--- config.mk ---
export PLATFORM = sky130hd
export DESIGN_NAME = sipo_latch_loader
export DESIGN_NICKNAME = d
export VERILOG_FILES = /design/src/rtl/sipo_latch_loader_pkg.sv /design/src/rtl/sipo_latch_loader_pulse_timer.sv /design/src/rtl/sipo_latch_loader.sv
export SDC_FILE = /design/constraint.sdc
export NUM_CORES = 1
export LEC_CHECK = 0
export BUFFER_PORTS_ARGS = -buffer_cell sky130_fd_sc_hd__buf_2
export CAP_MARGIN = 10
export CORE_ASPECT_RATIO = 0.75
export CORE_UTILIZATION = 35
export DETAILED_ROUTE_END_ITERATION = 8
export PLACE_DENSITY = 0.64
export RECOVER_POWER = 50
export SKIP_LAST_GASP = 1
export SLEW_MARGIN = 20
export SYNTH_ARGS = -nofsm -noshare
export SYNTH_HDL_FRONTEND = slang
export SYNTH_SLANG_ARGS = --single-unit
--- constraint.sdc ---
create_clock -name Clk -period 2.4 [get_ports Clk]
set_clock_uncertainty 0.15 [all_clocks]
set_input_delay 0.48 -clock Clk [delete_from_list [all_inputs] [get_ports Clk]]
set_output_delay 0.48 -clock Clk [all_outputs]
set_load 0.03 [all_outputs]
--- src/rtl/sipo_latch_loader_pkg.sv ---
// Shared definitions for sipo_latch_loader.
// The 3-bit state encodings are kept in one place so that the latch-bank
// benches decode the state with the same values as the RTL.
package sipo_latch_loader_pkg;

    localparam logic [2:0] ST_IDLE   = 3'd0;
    localparam logic [2:0] ST_SHIFT  = 3'd1;
    localparam logic [2:0] ST_PARITY = 3'd2;
    localparam logic [2:0] ST_SETUP  = 3'd3;
    localparam logic [2:0] ST_PULSE  = 3'd4;
    localparam logic [2:0] ST_HOLD   = 3'd5;

    typedef enum logic [2:0] {
        IDLE   = ST_IDLE,
        SHIFT  = ST_SHIFT,
        PARITY = ST_PARITY,
        SETUP  = ST_SETUP,
        PULSE  = ST_PULSE,
        HOLD   = ST_HOLD
    } state_t;

endpackage

--- src/rtl/sipo_latch_loader_pulse_timer.sv ---
// Down-counter that sets the width of the latch-enable pulse.
// A load presets the count to EN_CYCLES; the count then falls by one every
// cycle and expire is high while the count is zero.
module pulse_timer #(
    parameter int EN_CYCLES = 2
) (
    input  logic Clk,
    input  logic Reset,
    input  logic load,
    output logic expire
);

    localparam int TW = $clog2(EN_CYCLES + 1);

    logic [TW-1:0] cnt_q;
    logic [TW-1:0] cnt_d;

    // Next count: preset on load, otherwise run down to zero and stay there
    always_comb begin
        cnt_d = cnt_q;
        if (load) begin
            cnt_d = TW'(EN_CYCLES);
        end else if (cnt_q != '0) begin
            cnt_d = cnt_q - TW'(1);
        end
    end

    // Count register
    always_ff @(posedge Clk or posedge Reset) begin
        if (Reset) begin
            cnt_q <= '0;
        end else begin
            cnt_q <= cnt_d;
        end
    end

    assign expire = (cnt_q == '0);

endmodule

--- src/rtl/sipo_latch_loader.sv ---
// Serial-in/parallel-out loader for a bank of WIDTH transparent latches.
// Collects WIDTH bits MSB-first, then presents LatchD one cycle before
// LatchEn rises, holds LatchEn for EN_CYCLES cycles and then pulses Done.
// Optional feature macro: PARITY_CHECK_EN adds a trailing even-parity bit;
// a mismatch pulses ParErr and drops the frame without touching the latches.
module sipo_latch_loader
    import sipo_latch_loader_pkg::*;
#(
    parameter int WIDTH     = 8,
    parameter int EN_CYCLES = 2
) (
    input  logic             Clk,
    input  logic             Reset,
    input  logic             Start,
    input  logic             SerIn,
    input  logic             SerValid,
    output logic             Busy,
    output logic             Done,
    output logic             ParErr,
    output logic [WIDTH-1:0] LatchD,
    output logic             LatchEn
);

    localparam int             CW       = $clog2(WIDTH + 1);
    localparam logic [CW-1:0]  LAST_BIT = CW'(WIDTH - 1);

    state_t           state_q,    state_d;
    logic [WIDTH-1:0] sr_q,       sr_d;
    logic [CW-1:0]    cnt_q,      cnt_d;
    logic [WIDTH-1:0] latch_d_q,  latch_d_d;
    logic             latch_en_q, latch_en_d;
    logic             busy_q,     busy_d;
    logic             done_q,     done_d;
`ifdef PARITY_CHECK_EN
    logic             par_err_q,  par_err_d;
`endif

    logic timer_load;
    logic timer_expire;

    pulse_timer #(
        .EN_CYCLES (EN_CYCLES)
    ) u_pulse_timer (
        .Clk    (Clk),
        .Reset  (Reset),
        .load   (timer_load),
        .expire (timer_expire)
    );

    // Next state and next values of every registered output
    always_comb begin
        state_d    = state_q;
        sr_d       = sr_q;
        cnt_d      = cnt_q;
        latch_d_d  = latch_d_q;
        latch_en_d = 1'b0;
        done_d     = 1'b0;
        timer_load = 1'b0;
`ifdef PARITY_CHECK_EN
        par_err_d  = 1'b0;
`endif

        case (state_q)
            IDLE: begin
                // Serial data is ignored until a frame is started
                if (Start) begin
                    state_d = SHIFT;
                    cnt_d   = '0;
                end
            end

            SHIFT: begin
                // SerValid low is a stall: nothing moves
                if (SerValid) begin
                    sr_d  = {sr_q[WIDTH-2:0], SerIn};
                    cnt_d = cnt_q + CW'(1);
                    if (cnt_q == LAST_BIT) begin
`ifdef PARITY_CHECK_EN
                        state_d = PARITY;
`else
                        state_d = SETUP;
`endif
                    end
                end
            end

`ifdef PARITY_CHECK_EN
            PARITY: begin
                // Even parity: the parity bit equals the XOR of the data bits
                if (SerValid) begin
                    if (SerIn == ^sr_q) begin
                        state_d = SETUP;
                    end else begin
                        par_err_d = 1'b1;
                        state_d   = IDLE;
                    end
                end
            end
`endif

            SETUP: begin
                // Data goes out a full cycle ahead of the enable for setup margin
                latch_d_d  = sr_q;
                timer_load = 1'b1;
                state_d    = PULSE;
            end

            PULSE: begin
                // Enable rises one cycle after entry and stays for EN_CYCLES cycles
                if (timer_expire) begin
                    state_d = HOLD;
                    done_d  = 1'b1;
                end else begin
                    latch_en_d = 1'b1;
                end
            end

            HOLD: begin
                // Enable already low, data still stable: hold margin cycle
                state_d = IDLE;
            end

            default: begin
                state_d = IDLE;
            end
        endcase

        busy_d = (state_d != IDLE);
    end

    // FSM state, datapath and registered outputs
    always_ff @(posedge Clk or posedge Reset) begin
        if (Reset) begin
            state_q    <= IDLE;
            sr_q       <= '0;
            cnt_q      <= '0;
            latch_d_q  <= '0;
            latch_en_q <= 1'b0;
            busy_q     <= 1'b0;
            done_q     <= 1'b0;
`ifdef PARITY_CHECK_EN
            par_err_q  <= 1'b0;
`endif
        end else begin
            state_q    <= state_d;
            sr_q       <= sr_d;
            cnt_q      <= cnt_d;
            latch_d_q  <= latch_d_d;
            latch_en_q <= latch_en_d;
            busy_q     <= busy_d;
            done_q     <= done_d;
`ifdef PARITY_CHECK_EN
            par_err_q  <= par_err_d;
`endif
        end
    end

    assign Busy    = busy_q;
    assign Done    = done_q;
    assign LatchD  = latch_d_q;
    assign LatchEn = latch_en_q;
`ifdef PARITY_CHECK_EN
    assign ParErr  = par_err_q;
`else
    assign ParErr  = 1'b0;
`endif

endmodule

==> results of run 1 <==
==> cell usage in the layout, fill, tap and decap left out, drive strengths merged, types with 2 or more instances in the layout <==
cell and instances:
mux2i 2, o21ai 3, buf 15, clkbuf 4, nand2 33, inv 4
nor2 2, nand3 3, mux2 9, dfrtp 28, ha 2
==> cell type report <==
cell class,instances,area [um^2]
fill,310,1735
sequential,28,700.7
multi-input combinational,66,401.6
timing repair buffer,16,78.83
tap,38,47.55
clock buffer,3,41.29
inverter,4,15.01
==> flip-flops by register name, summed over array words and instances, names as in the netlist <==
signal / count
Done: 1
LatchD: 8
state_q: 3
Busy: 1
LatchEn: 1
sr_q: 8
u_pulse_timer.cnt_q: 2
cnt_q: 4
==> cell families (layout without fill, tap and decap cells) <==
| logic type | count (synthesis) | count (layout) | share of synthesized area |
|---|---|---|---|
| other cells | 1 | 1 | 0.003276 |
| flops | 28 | 28 | 0.6120 |
| xor+xnor | 1 | 1 | 0.007652 |
| fa+ha+maj | 2 | 2 | 0.02185 |
| mux | 11 | 11 | 0.1060 |
| buf+inv | 8 | 23 | 0.03715 |
| compound gates | 5 | 5 | 0.02404 |
| simple gates | 46 | 46 | 0.1880 |
==> power by group <==
part | total (mW) | switching [mW] | internal [mW] | leakage, nW
sequential | 0.773 | 0.123 | 0.649 | 0.358
combinational | 0.544 | 0.325 | 0.219 | 0.319
clock | 0.247 | 0.135 | 0.112 | 0.0216
==> routing by layer <==
layer,GRT usage,wire length (um)
met1,0.1603,956
met4,0.01042,0
met3,0.04825,94
met5,0,0
met2,0.1683,776
==> worst reg2reg max path: stages (launching register included) <==
cell	delay, ps
dfrtp_1	460
nand3b_1	480
mux2_2	420
==> worst max-delay path by stage <==
stage | endpoint | slack [ps]
6_report | sr_q[5] | 680
4_1_cts | LatchD[2] | 750
2_1_floorplan | cnt_q[0] | 1030
3_3_place_gp | cnt_q[3] | 780
5_1_grt | cnt_q[2] | 360
3_5_place_dp | LatchD[2] | 760
==> summary.md, run 1 <==
| Metric | Value |
|---|---|
| Slew @ Worst Pin | `1491 ps` |
| Tot Pwr | `1.564 mW` |
| CP required | `2380 ps` |
| Synth top area share | `0.6120` |
| Final setup margin | `682.1 ps` |
| RSZ-0062 raised after global routing | `false` |
| Worst hold-check path type | `input pin to flop` |
| Final min period | `1718 ps` |
| Crit-path max FO | `28` |
| Outcome | `complete, no violations` |
| Core Footprint | `0.003020 mm^2` |
| H-tree depth | `1` |
| Initial drt markers | `62` |
| Leak | `0.6984 nW` |
| Synth top cells by count | `33 x nand2_1, 28 x dfrtp_1, 9 x mux2_2` |
| Hpwl dp | `1262 um` |
| Ys async rst share | `1.000` |
| Placed cells | `152` |
| Hold Path Stages | `3` |
| Crit. path cell count | `3` |
| Final hold viol count | `0` |
| Gate Count Post-Synth | `102` |
| Period Utilization, post-route | `0.7158` |
| Leading area contributor after synthesis | `dfrtp_1` |
| Setup TNS | `0 ps` |
| Max Cap Viol | `0` |
| Slowest-stage cell, CP | `clkbuf_1` |
| I/O pin count | `17` |
| Global placement routability congestion | `0.7254` |
| Clk Tree Root Cell | `clkbuf_8` |
| Total gr overflow | `0` |
| # port buffers | `15` |
| CP Buf/Inv Count | `3` |
| Total GRT Usage | `0.1140` |
| R2r worst-path depth | `2` |
| Nets | `126` |
| Setup violations, final | `0` |
| TritonRoute pass-1 iters | `4` |
| CTS Buffer Depth | `2` |
| Vias in the first global route | `646` |
| Sequential fraction of the synthesis area | `0.6120` |
| Yosys reg bits | `28` |
| Netlist Area Pre-Place | `0.001145 mm^2` |
| Post-CTS Hold Buffers | `0` |
| Largest net degree at the start of global routing | `29` |
| Chip height | `51.53 um` |
| Power Density | `1217 mW/mm^2` |
| Mapped Avg Cell Area | `11.22 um^2` |
| Flop2flop setup slack | `780 ps` |
| Maximum VDD drop | `0.5417 mV` |
| Top cells by area, synth | `dfrtp_1 61%, nand2_1 11%, mux2_2 8.9%` |
| Worst Path Arrival | `1700 ps` |
| Drt total wl | `1827 um` |
| Routed Antenna Nets | `0` |
| Cell Area, Placed | `0.001247 mm^2` |
| Main synth FF type | `dfrtp_1` |
| DRC violations left | `0` |
| Terminus of the critical flop-to-flop path | `LatchD[2]` |
| Postcts setup bufs | `0` |
| Max-Slew Margin vs Limit | `0.005864` |
| Hold_ws | `260.6 ps` |
| Dpl ws | `759.8 ps` |
| First-pass GRT wire length | `2946 um` |
| Gates resized, CTS repair | `0` |
| Hold path start | `SerIn` |
| RR Startpoint | `state_q[2]` |
| Via count | `711` |
| EDFF count, synth | `0` |
| Post-DR wirelength/cell | `11.79 um` |
| Startpoint types | `input pin` |
| CTS sink count | `28` |
| CTS tree | `done` |
| Syn-to-layout area delta | `12.24%` |
| Vias per Instance | `4.587` |
| Layout cell share with drive strength beyond 1 | `0.2393` |
| Fin util | `0.4254` |
| Die Area | `0.003506 mm^2` |
| Max Fclk | `0.5821 GHz` |
| Crit path max-delay family | `buffers and inverters` |
| Clock-pin slew of the registers on the worst-case setup and hold paths | `90 ps` |
| Ys Warns | `0` |
| Num CTS Buffers | `3` |
| Critical Path Max Stage Delay | `1070 ps` |
| CP startpoint | `Reset` |
| Die W | `68.04 um` |
| Chain of cells forming the critical path | `buf_2 > inv_1 > clkbuf_1` |
| Syn nets | `109` |
| Antenna cells | `0` |
| Synth cell types | `23` |
| Design area | `0.001285 mm^2` |
| Max Slew Vio Count | `0` |
| Crit. End Element | `async pin` |
| Final Non-Filler Cells | `155` |
| Hold-critical path endpoint | `sr_q[0]` |
| Worst-skew pair later-pin latency | `270 ps` |
| Crit Path Class | `input pin to async pin` |
| Cell with the most instances after synthesis | `nand2_1` |
| Initial Utilization | `0.3790` |
| # rows | `17` |
| Antenna violations before repair | `0` |
Note: power is estimated with default switching activity, not from simulation.
==> inputs of run 2 (changes only) <==
==> constraint.sdc (replaced) <==
create_clock -name Clk -period 1.8 [get_ports Clk]
set_clock_uncertainty 0.15 [all_clocks]
set_input_delay 0.36 -clock Clk [delete_from_list [all_inputs] [get_ports Clk]]
set_output_delay 0.36 -clock Clk [all_outputs]
set_load 0.03 [all_outputs]
==> run 2 against run 1 <==
  * Setup slack got worse by 330 ps
  * Routed wire length is 2.5% higher
  * Sequential cell count stayed put
  * Register-to-register slack lost 430 ps
  * Worst hold slack got worse by 120 ps
  * Design area rose by 2.6%
  * Critical endpoint is now cnt_q[0]
  * Largest power group unchanged
==> summary.md, run 2 (synthesized netlist as in run 1, its figures left out) <==
| Metric | Value |
|---|---|
| Setup violations, final | `0` |
| Largest net degree at the start of global routing | `29` |
| Final Non-Filler Cells | `159` |
| H-tree depth | `1` |
| Gates resized, CTS repair | `0` |
| Routed Antenna Nets | `0` |
| I/O pin count | `17` |
| Max-Slew Margin vs Limit | `0.5484` |
| Outcome | `complete, no violations` |
| # port buffers | `15` |
| Leak | `0.7193 nW` |
| Placed cells | `155` |
| RSZ-0062 raised after global routing | `false` |
| Global placement routability congestion | `0.6897` |
| Clk Tree Root Cell | `clkbuf_8` |
| Slew @ Worst Pin | `677.4 ps` |
| Die W | `68.04 um` |
| Drt total wl | `1872 um` |
| Max Cap Viol | `0` |
| Worst-skew pair later-pin latency | `260 ps` |
| Antenna cells | `0` |
| Final hold viol count | `0` |
| Via count | `754` |
| Post-DR wirelength/cell | `11.77 um` |
| Total gr overflow | `0` |
| CTS Buffer Depth | `2` |
| CTS sink count | `28` |
| Num CTS Buffers | `3` |
| Most common cell after layout, fill and taps aside | `nand2_1` |
| First-pass GRT wire length | `3229 um` |
| # rows | `17` |
| Clock-pin slew of the registers on the worst-case setup and hold paths | `90 ps` |
| Max Slew Vio Count | `0` |
| CP required | `1800 ps` |
| Crit Path Class | `flop to flop` |
| Crit. End Element | `flop` |
| Nets | `130` |
| Antenna violations before repair | `0` |
| Die Area | `0.003506 mm^2` |
| Worst hold-check path type | `input pin to flop` |
| Startpoint types | `flop` |
| Power Density | `1601 mW/mm^2` |
| Initial drt markers | `32` |
| Setup TNS | `0 ps` |
| Chip height | `51.53 um` |
| Vias per Instance | `4.742` |
| Crit-path max FO | `6` |
| Initial Utilization | `0.3790` |
| Total GRT Usage | `0.1242` |
| DRC violations left | `0` |
| Most frequent cells in the layout | `33 x nand2_1, 28 x dfrtp_1, 15 x buf_2, 9 x mux2_2, 4 x inv_1` |
| Postcts setup bufs | `0` |
| Maximum VDD drop | `0.8031 mV` |
| Layout cell share with drive strength beyond 1 | `0.2645` |
| Syn-to-layout area delta | `15.19%` |
| Final min period | `1446 ps` |
| Hpwl dp | `1340 um` |
| Post-CTS Hold Buffers | `1` |
| Core Footprint | `0.003020 mm^2` |
| Vias in the first global route | `721` |
| Worst Path Arrival | `1450 ps` |
| Max Fclk | `0.6916 GHz` |
| Hold_ws | `137.4 ps` |
| CTS tree | `done` |
| TritonRoute pass-1 iters | `4` |
| Period Utilization, post-route | `0.8033` |
[run 2: area by class of cell]
class | count | area (um^2)
clock buffers | 3 | 41.29
flip-flops and latches | 28 | 700.7
inverters | 4 | 15.01
well taps | 38 | 47.55
multi-input cells | 66 | 401.6
repair buffers | 20 | 112.6
fillers | 293 | 1702
[run 2: per-layer routing]
layer,GRT usage,vias up,part of all wire
li1,-,373,-
met1,0.1700,364,0.48
met2,0.1928,17,0.47
met3,0.04825,0,0.051
met4,0.01042,0,0
met5,0,-,0
[run 2: power by group]
group | switching [mW] | internal, mW
Clock | 0.175 | 0.150
Combinational | 0.442 | 0.318
Sequential | 0.162 | 0.866
[run 2: stage by stage]
stage	instance area, um^2	total power, mW	setup WS, ps	utilization
CTS	1321	2.150	353.4	0.4374
detailed placement	1270	1.815	365.2	0.4205
global route	1319	2.291	194.2	0.4366
floorplan	1145	1.595	426.6	-
global placement	1270	1.768	395.0	0.4205
finish	1319	2.112	354.1	0.4366
[run 2: critical path, cell delays in order (launching register included)]
cell,delay [ps]
dfrtp_1,440
or4b_4,580
nand3_1,90
o21ai_0,70
[run 2: path summary, 6_finish.rpt]
check | startpoint | end | slack [ps] | depth (start not counted)
setup reg to reg | state_q[1] | cnt_q[0] | 350 | 3
hold reg to reg | cnt_q[3] | state_q[1] | 330 | 1
setup / recovery | state_q[1] | cnt_q[0] | 350 | 3
max in group asynchronous | Reset | LatchD[3] | 400 | 4
hold / removal | SerIn | sr_q[0] | 140 | 3
min in group asynchronous | Reset | LatchD[1] | 660 | 4
